**config.mk**
```make
export PLATFORM = sky130hd
export DESIGN_NAME = counter_pwm_stage
export DESIGN_NICKNAME = d
export VERILOG_FILES = /design/src/rtl/counter_pkg.sv /design/src/rtl/pwm_deadband.sv /design/src/rtl/counter_pwm_stage.sv
export SDC_FILE = /design/constraint.sdc
export NUM_CORES = 1
export LEC_CHECK = 0
export CAP_MARGIN = 20
export CORE_ASPECT_RATIO = 1.5
export CORE_MARGIN = 1
export CORE_UTILIZATION = 35
export CTS_CLUSTER_SIZE = 14
export DETAILED_ROUTE_END_ITERATION = 10
export HOLD_SLACK_MARGIN = 0.12
export PLACE_DENSITY = 0.61
export SETUP_SLACK_MARGIN = 0.4
export SYNTH_ARGS = -nofsm -noshare
export SYNTH_HDL_FRONTEND = slang
export SYNTH_HIERARCHICAL = 1
export SYNTH_SLANG_ARGS = --single-unit
```
**constraint.sdc**
```tcl
create_clock -name clk -period 4.1 [get_ports clk]
set_input_delay 1.23 -clock clk [delete_from_list [all_inputs] [get_ports clk]]
set_output_delay 1.23 -clock clk [all_outputs]
set_load 0.03 [all_outputs]
```
**src/rtl/counter_pkg.sv**
```systemverilog
// Shared types and constants for the counter value-bus consumers.
// Holds the shadow-duty and dead-band state encodings.
package counter_pkg;

  localparam int unsigned CNT_WIDTH  = 8;
  localparam int unsigned PCNT_WIDTH = 16;

  typedef enum logic {
    SH_EMPTY,
    SH_PENDING
  } shadow_state_t;

  typedef enum logic [2:0] {
    DB_OFF,
    DB_HI,
    DB_DEAD_HL,
    DB_LO,
    DB_DEAD_LH
  } db_state_t;

endpackage

```
**src/rtl/pwm_deadband.sv**
```systemverilog
// Complementary output stage with a dead band of DEADTIME clk cycles
// inserted at every edge of the raw compare signal.
module pwm_deadband
  import counter_pkg::*;
#(
  parameter int unsigned DEADTIME = 4
) (
  input  logic clk,
  input  logic reset,
  input  logic enable,
  input  logic pwm_raw,
  output logic pwm,
  output logic pwm_n
);

  localparam logic [3:0] LP_DT_LAST = 4'(DEADTIME - 1);

  db_state_t  r_state;
  db_state_t  w_next;
  logic [3:0] r_cnt;
  logic [3:0] w_cnt_next;
  logic       r_pwm;
  logic       r_pwm_n;

  always_comb begin
    w_next     = r_state;
    w_cnt_next = r_cnt;
    if (!enable) begin
      w_next     = DB_OFF;
      w_cnt_next = '0;
    end else begin
      // A raw edge seen inside a dead band restarts the count toward the new side.
      unique case (r_state)
        DB_OFF: begin
          w_next     = pwm_raw ? DB_DEAD_LH : DB_DEAD_HL;
          w_cnt_next = '0;
        end
        DB_HI: begin
          if (!pwm_raw) begin
            w_next     = DB_DEAD_HL;
            w_cnt_next = '0;
          end
        end
        DB_LO: begin
          if (pwm_raw) begin
            w_next     = DB_DEAD_LH;
            w_cnt_next = '0;
          end
        end
        DB_DEAD_HL: begin
          if (pwm_raw) begin
            w_next     = DB_DEAD_LH;
            w_cnt_next = '0;
          end else if (r_cnt == LP_DT_LAST) begin
            w_next = DB_LO;
          end else begin
            w_cnt_next = r_cnt + 4'd1;
          end
        end
        DB_DEAD_LH: begin
          if (!pwm_raw) begin
            w_next     = DB_DEAD_HL;
            w_cnt_next = '0;
          end else if (r_cnt == LP_DT_LAST) begin
            w_next = DB_HI;
          end else begin
            w_cnt_next = r_cnt + 4'd1;
          end
        end
        default: begin
          w_next     = DB_OFF;
          w_cnt_next = '0;
        end
      endcase
    end
  end

  always_ff @(posedge clk or posedge reset) begin
    if (reset) begin
      r_state <= DB_OFF;
      r_cnt   <= '0;
      r_pwm   <= 1'b0;
      r_pwm_n <= 1'b0;
    end else begin
      r_state <= w_next;
      r_cnt   <= w_cnt_next;
      r_pwm   <= (w_next == DB_HI);
      r_pwm_n <= (w_next == DB_LO);
    end
  end

  assign pwm   = r_pwm;
  assign pwm_n = r_pwm_n;

endmodule

```
**src/rtl/counter_pwm_stage.sv**
```systemverilog
// PWM stage fed by the free-running counter bus; duty changes land only on a wrap.
// Define PWM_DEADTIME_EN for a dead-banded complementary output via pwm_deadband.
module counter_pwm_stage
  import counter_pkg::*;
#(
  parameter int unsigned      WIDTH      = CNT_WIDTH,
  parameter int unsigned      DEADTIME   = 4,
  parameter logic [WIDTH-1:0] RESET_DUTY = '0
) (
  input  logic             clk,
  input  logic             reset,
  input  logic [WIDTH-1:0] value,
  input  logic             cfg_valid,
  input  logic [WIDTH-1:0] cfg_duty,
  output logic             cfg_ready,
  input  logic             enable,
  output logic             pwm,
  output logic             pwm_n,
  output logic             wrap,
  output logic [15:0]      period_cnt
);

  if (DEADTIME < 1 || DEADTIME > 15) begin : g_bad_deadtime
    $error("DEADTIME must be in 1..15");
  end

  logic [WIDTH-1:0]      r_prev_value;
  logic [WIDTH-1:0]      r_active_duty;
  logic [WIDTH-1:0]      r_shadow_duty;
  logic [WIDTH-1:0]      w_duty_eff;
  logic [PCNT_WIDTH-1:0] r_period_cnt;
  logic                  r_wrap;
  logic                  w_wrap_evt;
  logic                  w_hs;
  logic                  w_load;
  logic                  w_cmp;
  shadow_state_t         r_sh_state;
  shadow_state_t         w_sh_next;

  // Any drop in value counts as a wrap, including a counter reset mid-count.
  assign w_wrap_evt = (value < r_prev_value);
  assign cfg_ready  = (r_sh_state == SH_EMPTY);
  assign w_hs       = cfg_valid && cfg_ready;
  assign w_load     = (r_sh_state == SH_PENDING) && w_wrap_evt;
  assign w_duty_eff = w_load ? r_shadow_duty : r_active_duty;
  assign w_cmp      = (value < w_duty_eff);

  always_comb begin
    w_sh_next = r_sh_state;
    unique case (r_sh_state)
      SH_EMPTY:   if (w_hs)       w_sh_next = SH_PENDING;
      SH_PENDING: if (w_wrap_evt) w_sh_next = SH_EMPTY;
      default:                    w_sh_next = SH_EMPTY;
    endcase
  end

  always_ff @(posedge clk or posedge reset) begin
    if (reset) begin
      r_sh_state    <= SH_EMPTY;
      r_prev_value  <= '0;
      r_active_duty <= RESET_DUTY;
      r_shadow_duty <= RESET_DUTY;
      r_wrap        <= 1'b0;
      r_period_cnt  <= '0;
    end else begin
      r_sh_state   <= w_sh_next;
      r_prev_value <= value;
      r_wrap       <= w_wrap_evt;
      if (w_wrap_evt) r_period_cnt <= r_period_cnt + 16'd1;
      if (w_hs)       r_shadow_duty <= cfg_duty;
      if (w_load)     r_active_duty <= r_shadow_duty;
    end
  end

  assign wrap       = r_wrap;
  assign period_cnt = r_period_cnt;

`ifdef PWM_DEADTIME_EN
  pwm_deadband #(
    .DEADTIME (DEADTIME)
  ) u_deadband (
    .clk     (clk),
    .reset   (reset),
    .enable  (enable),
    .pwm_raw (w_cmp),
    .pwm     (pwm),
    .pwm_n   (pwm_n)
  );
`else
  logic r_pwm;
  logic r_pwm_n;

  always_ff @(posedge clk or posedge reset) begin
    if (reset) begin
      r_pwm   <= 1'b0;
      r_pwm_n <= 1'b0;
    end else begin
      r_pwm   <= enable && w_cmp;
      r_pwm_n <= enable && !w_cmp;
    end
  end

  assign pwm   = r_pwm;
  assign pwm_n = r_pwm_n;
`endif

endmodule
```
==> run_results.csv <==
group,metric,value,unit
yosys,synth-seq-cells,44,
clock_tree,cts_tree,"yes",
global_route,grt_usage,14.70,%
yosys,synthAdderAreaFrac,9.014,%
timing,fin_hold_ws,0.4698,ns
timing,timing.final.ws_setup,0.5392,ns
yosys,yosys_warnings,6,
timing,rsz0062_at_grt,"false",
clock_tree,clkTransAtPathRegs,0.09,ns
cells_and_area,fin_nets,275,
floorplanning,rows,34,
setup_path,arrival,3.80,ns
timing,period_minus_slack,3.561,ns
timing,maxSlewViolCount,0,
cells_and_area,final_common_cell,"dfrtp_1",
yosys,syn_area,0.002082,mm^2
floorplanning,die_h,96.46,um
cells_and_area,diodes,0,
floorplanning,die-area,0.006267,mm^2
setup_path,cp-start-kind,"input pin",
run_status,status,"finished, final reports clean",
setup_path,cp_common_cell,"a21o_1",
setup_path,critPathBufInv,2,
global_route,grt.met3_usage,4.108,%
hold_path,hold_class,"reg2reg",
placed_design,preCtsSetupSlack,-0.09612,ns
timing,hold_viol,0,
global_route,grt_pass1_wl,6810,um
timing,period_share,86.85,%
global_route,grtUsageMet2,25.95,%
setup_path,slowest_stage,"or4_4",
floorplanning,die_x,64.98,um
timing,slew_headroom,46.15,%
timing,skew,0.01381,ns
yosys,yosys.area_share.simple,10.58,%
cells_and_area,final_cell_mix,"dfrtp_1, clkdlybuf4s50_1, inv_1, buf_4, xnor2_1",
detailed_routing,finalWirelength,4028,um
global_route,grt_remaining_overflow,0,
flow_run,cap_viol_max_count,0,
yosys,synth_compound_area_share,6.611,%
cells_and_area,layout-drive-gt1-share,25.31,%
clock_tree,cts_buffers,5,
placed_design,dp_hpwl,2992,um
setup_path,crit_type,"in2reg",
detailed_routing,vias,1500,
yosys,ys_types,38,
clock_tree,clock-root-buffer,"clkbuf_8",
yosys,synth_mux_area_share,9.495,%
yosys,synth_nets,211,
timing,setup_viol,0,
global_route,grt_use_met1,16.44,%
detailed_routing,routedWlPerCell,12.87,um
detailed_routing,drc,0,
placed_design,port_buffers,39,
global_route,grt_pass1_vias,1490,
cells_and_area,utilization,51.25,%
yosys,synth_cells,176,
clock_tree,insertion_delay,0.30,ns
power_and_ir_drop,power_density,549.5,mW/mm^2
setup_path,critPathMaxStageDelay,0.54,ns
global_route,busiest_layer,"met2",
cells_and_area,fin_cells,313,
floorplanning,io_pins,40,
detailed_routing,routed_via_density,4.792,
detailed_routing,ant_nets,0,
yosys,synth.avg_cell_area,11.83,um^2
clock_tree,cts_sinks,44,
timing,max_freq,280.8,MHz
setup_path,cp_cell_sequence,"clkbuf_2 -> ha_2 -> or4_4 -> a21oi_4 -> o311ai_4 -> mux2_4 -> inv_2 -> ha_4 -> a21o_1 -> a21o_1 -> a21o_1 -> a21oi_2 -> o211a_1",
setup_path,crit_path_end_kind,"flip-flop",
floorplanning,core-area,0.005786,mm^2
detailed_routing,detail_route.first_pass.iterations,6,
global_route,grt_antenna_before_repair,0,
power_and_ir_drop,power.total,1.629,mW
power_and_ir_drop,ir_worst_vdd,0.2906,mV
power_and_ir_drop,leakage,1.357,nW
clock_tree,htreeDepth,2,
setup_path,worst-path-max-fanout,3,
setup_path,path_delay_family,"compound AO/OA/AOI/OAI gates",
placed_design,globalplace.congestion,0.7439,
floorplanning,start_util,35.99,%
clock_tree,clk_path_buf_depth,2,
yosys,synth-xor-area-share,6.310,%
yosys,synth_top_family_by_area,"simple AND/OR/NAND/NOR gates",
detailed_routing,dr.first_iter.drc_count,82,
yosys,ys_seq_area_share,52.88,%
global_route,grt_max_degree,29,
placed_design,dpl.cell_count,303,
timing,worst_pin_slew,0.8062,ns
setup_path,required,4.33,ns
cells_and_area,area_growth,42.43,%
-- cells in the mapped netlist --
cell       number  area (um^2)
nand2_1         2        7.510
nor3_1          3        15.01
nand3_1        11        55.05
mux2_4          1        15.01
o21ai_0         2        10.01
and3_1          3        18.77
a211oi_1        1        7.510
dfrtp_1        44         1101
clkbuf_1        1        3.750
nand2_2         1        6.260
inv_2           1        3.750
nor2_1          7        26.28
a21o_1          4        30.03
nand4_1         6        37.54
inv_1          20        75.07
o211a_1         2        20.02
a2111oi_0       1        8.760
and4_1          2        17.52
buf_4           1        7.510
a21oi_1         4        20.02
and2_1          1        6.260
nand2b_1        1        6.260
xor2_1          3        26.28
a41oi_1         1        8.760
o21a_1          1        7.510
ha_1           15        187.7
a21oi_2         1        8.760
buf_6           1        11.26
mux2_1          2        22.52
mux2_2          8        90.09
xnor2_1        12        105.1
mux2i_1         7        70.07
o311ai_1        1        8.760
nor2b_1         1        6.260
or3_1           1        6.260
or4_4           1        11.26
buf_2           1        5.000
o31ai_1         1        7.510
-- power by group --
group	switching [mW]	internal [mW]
clock	0.147	0.181
sequential	0.0852	0.556
combinational	0.319	0.340
total	0.552	1.08
-- flip-flops by register name, summed over array words and instances (netlist names) --
name / cells
pwm_n: 1
r_prev_value: 8
r_active_duty: 8
period_cnt: 16
pwm: 1
wrap: 1
r_sh_state: 1
r_shadow_duty: 8
-- per-stage QoR --
step	cell area, um^2	TNS [ns]
detailed placement	2729	-0.1826
global placement	2729	-0.1300
CTS	2870	0
floorplan	2113	0
global route	2965	0
finish	2965	0
-- cell families after synthesis --
group                      Yosys count
xor gates and xnor gates            15
and+or+nand+nor                     40
muxes                               18
buffers and inverters               25
adders and majority gates           15
AOI/OAI and AO/OA                   19
DFF                                 44
-- routing by layer --
layer  up-vias  wire, um
li1        733         -
met1       726      1691
met2        34      2131
met3         7       139
met4         0        65
met5         -         0
-- timing repair --
action | 4_1_cts | 5_1_grt
hold buffers | 0 | 0
pin swaps | 3 | 11
setup endpoints to repair | 2 | 2
setup buffers | 0 | 1
cloned | 0 | 0
resized for setup | 12 | 20
-- layout make-up --
| type | instances | area [um^2] |
|---|---|---|
| Fill cell | 548 | 2820 |
| Sequential cell | 44 | 1101 |
| Multi-Input combinational cell | 107 | 1001 |
| Timing Repair Buffer | 61 | 586.8 |
| Tap cell | 72 | 90.09 |
| Inverter | 21 | 78.83 |
| Clock buffer | 6 | 72.57 |
| Clock inverter | 2 | 35.03 |
-- worst paths after layout --
check | from | slack, ns | cells past startpoint | to
min reg2reg | period_cnt[15] | 0.47 | 1 | period_cnt[15]
max | value[2] | 0.54 | 13 | pwm
min in group asynchronous | reset | 1.14 | 2 | r_prev_value[0]
max in group asynchronous | reset | 2.48 | 3 | r_prev_value[3]
max reg2reg | r_prev_value[2] | 1.19 | 13 | pwm
min | period_cnt[15] | 0.47 | 1 | period_cnt[15]
Power figures use the tool's default switching activity.
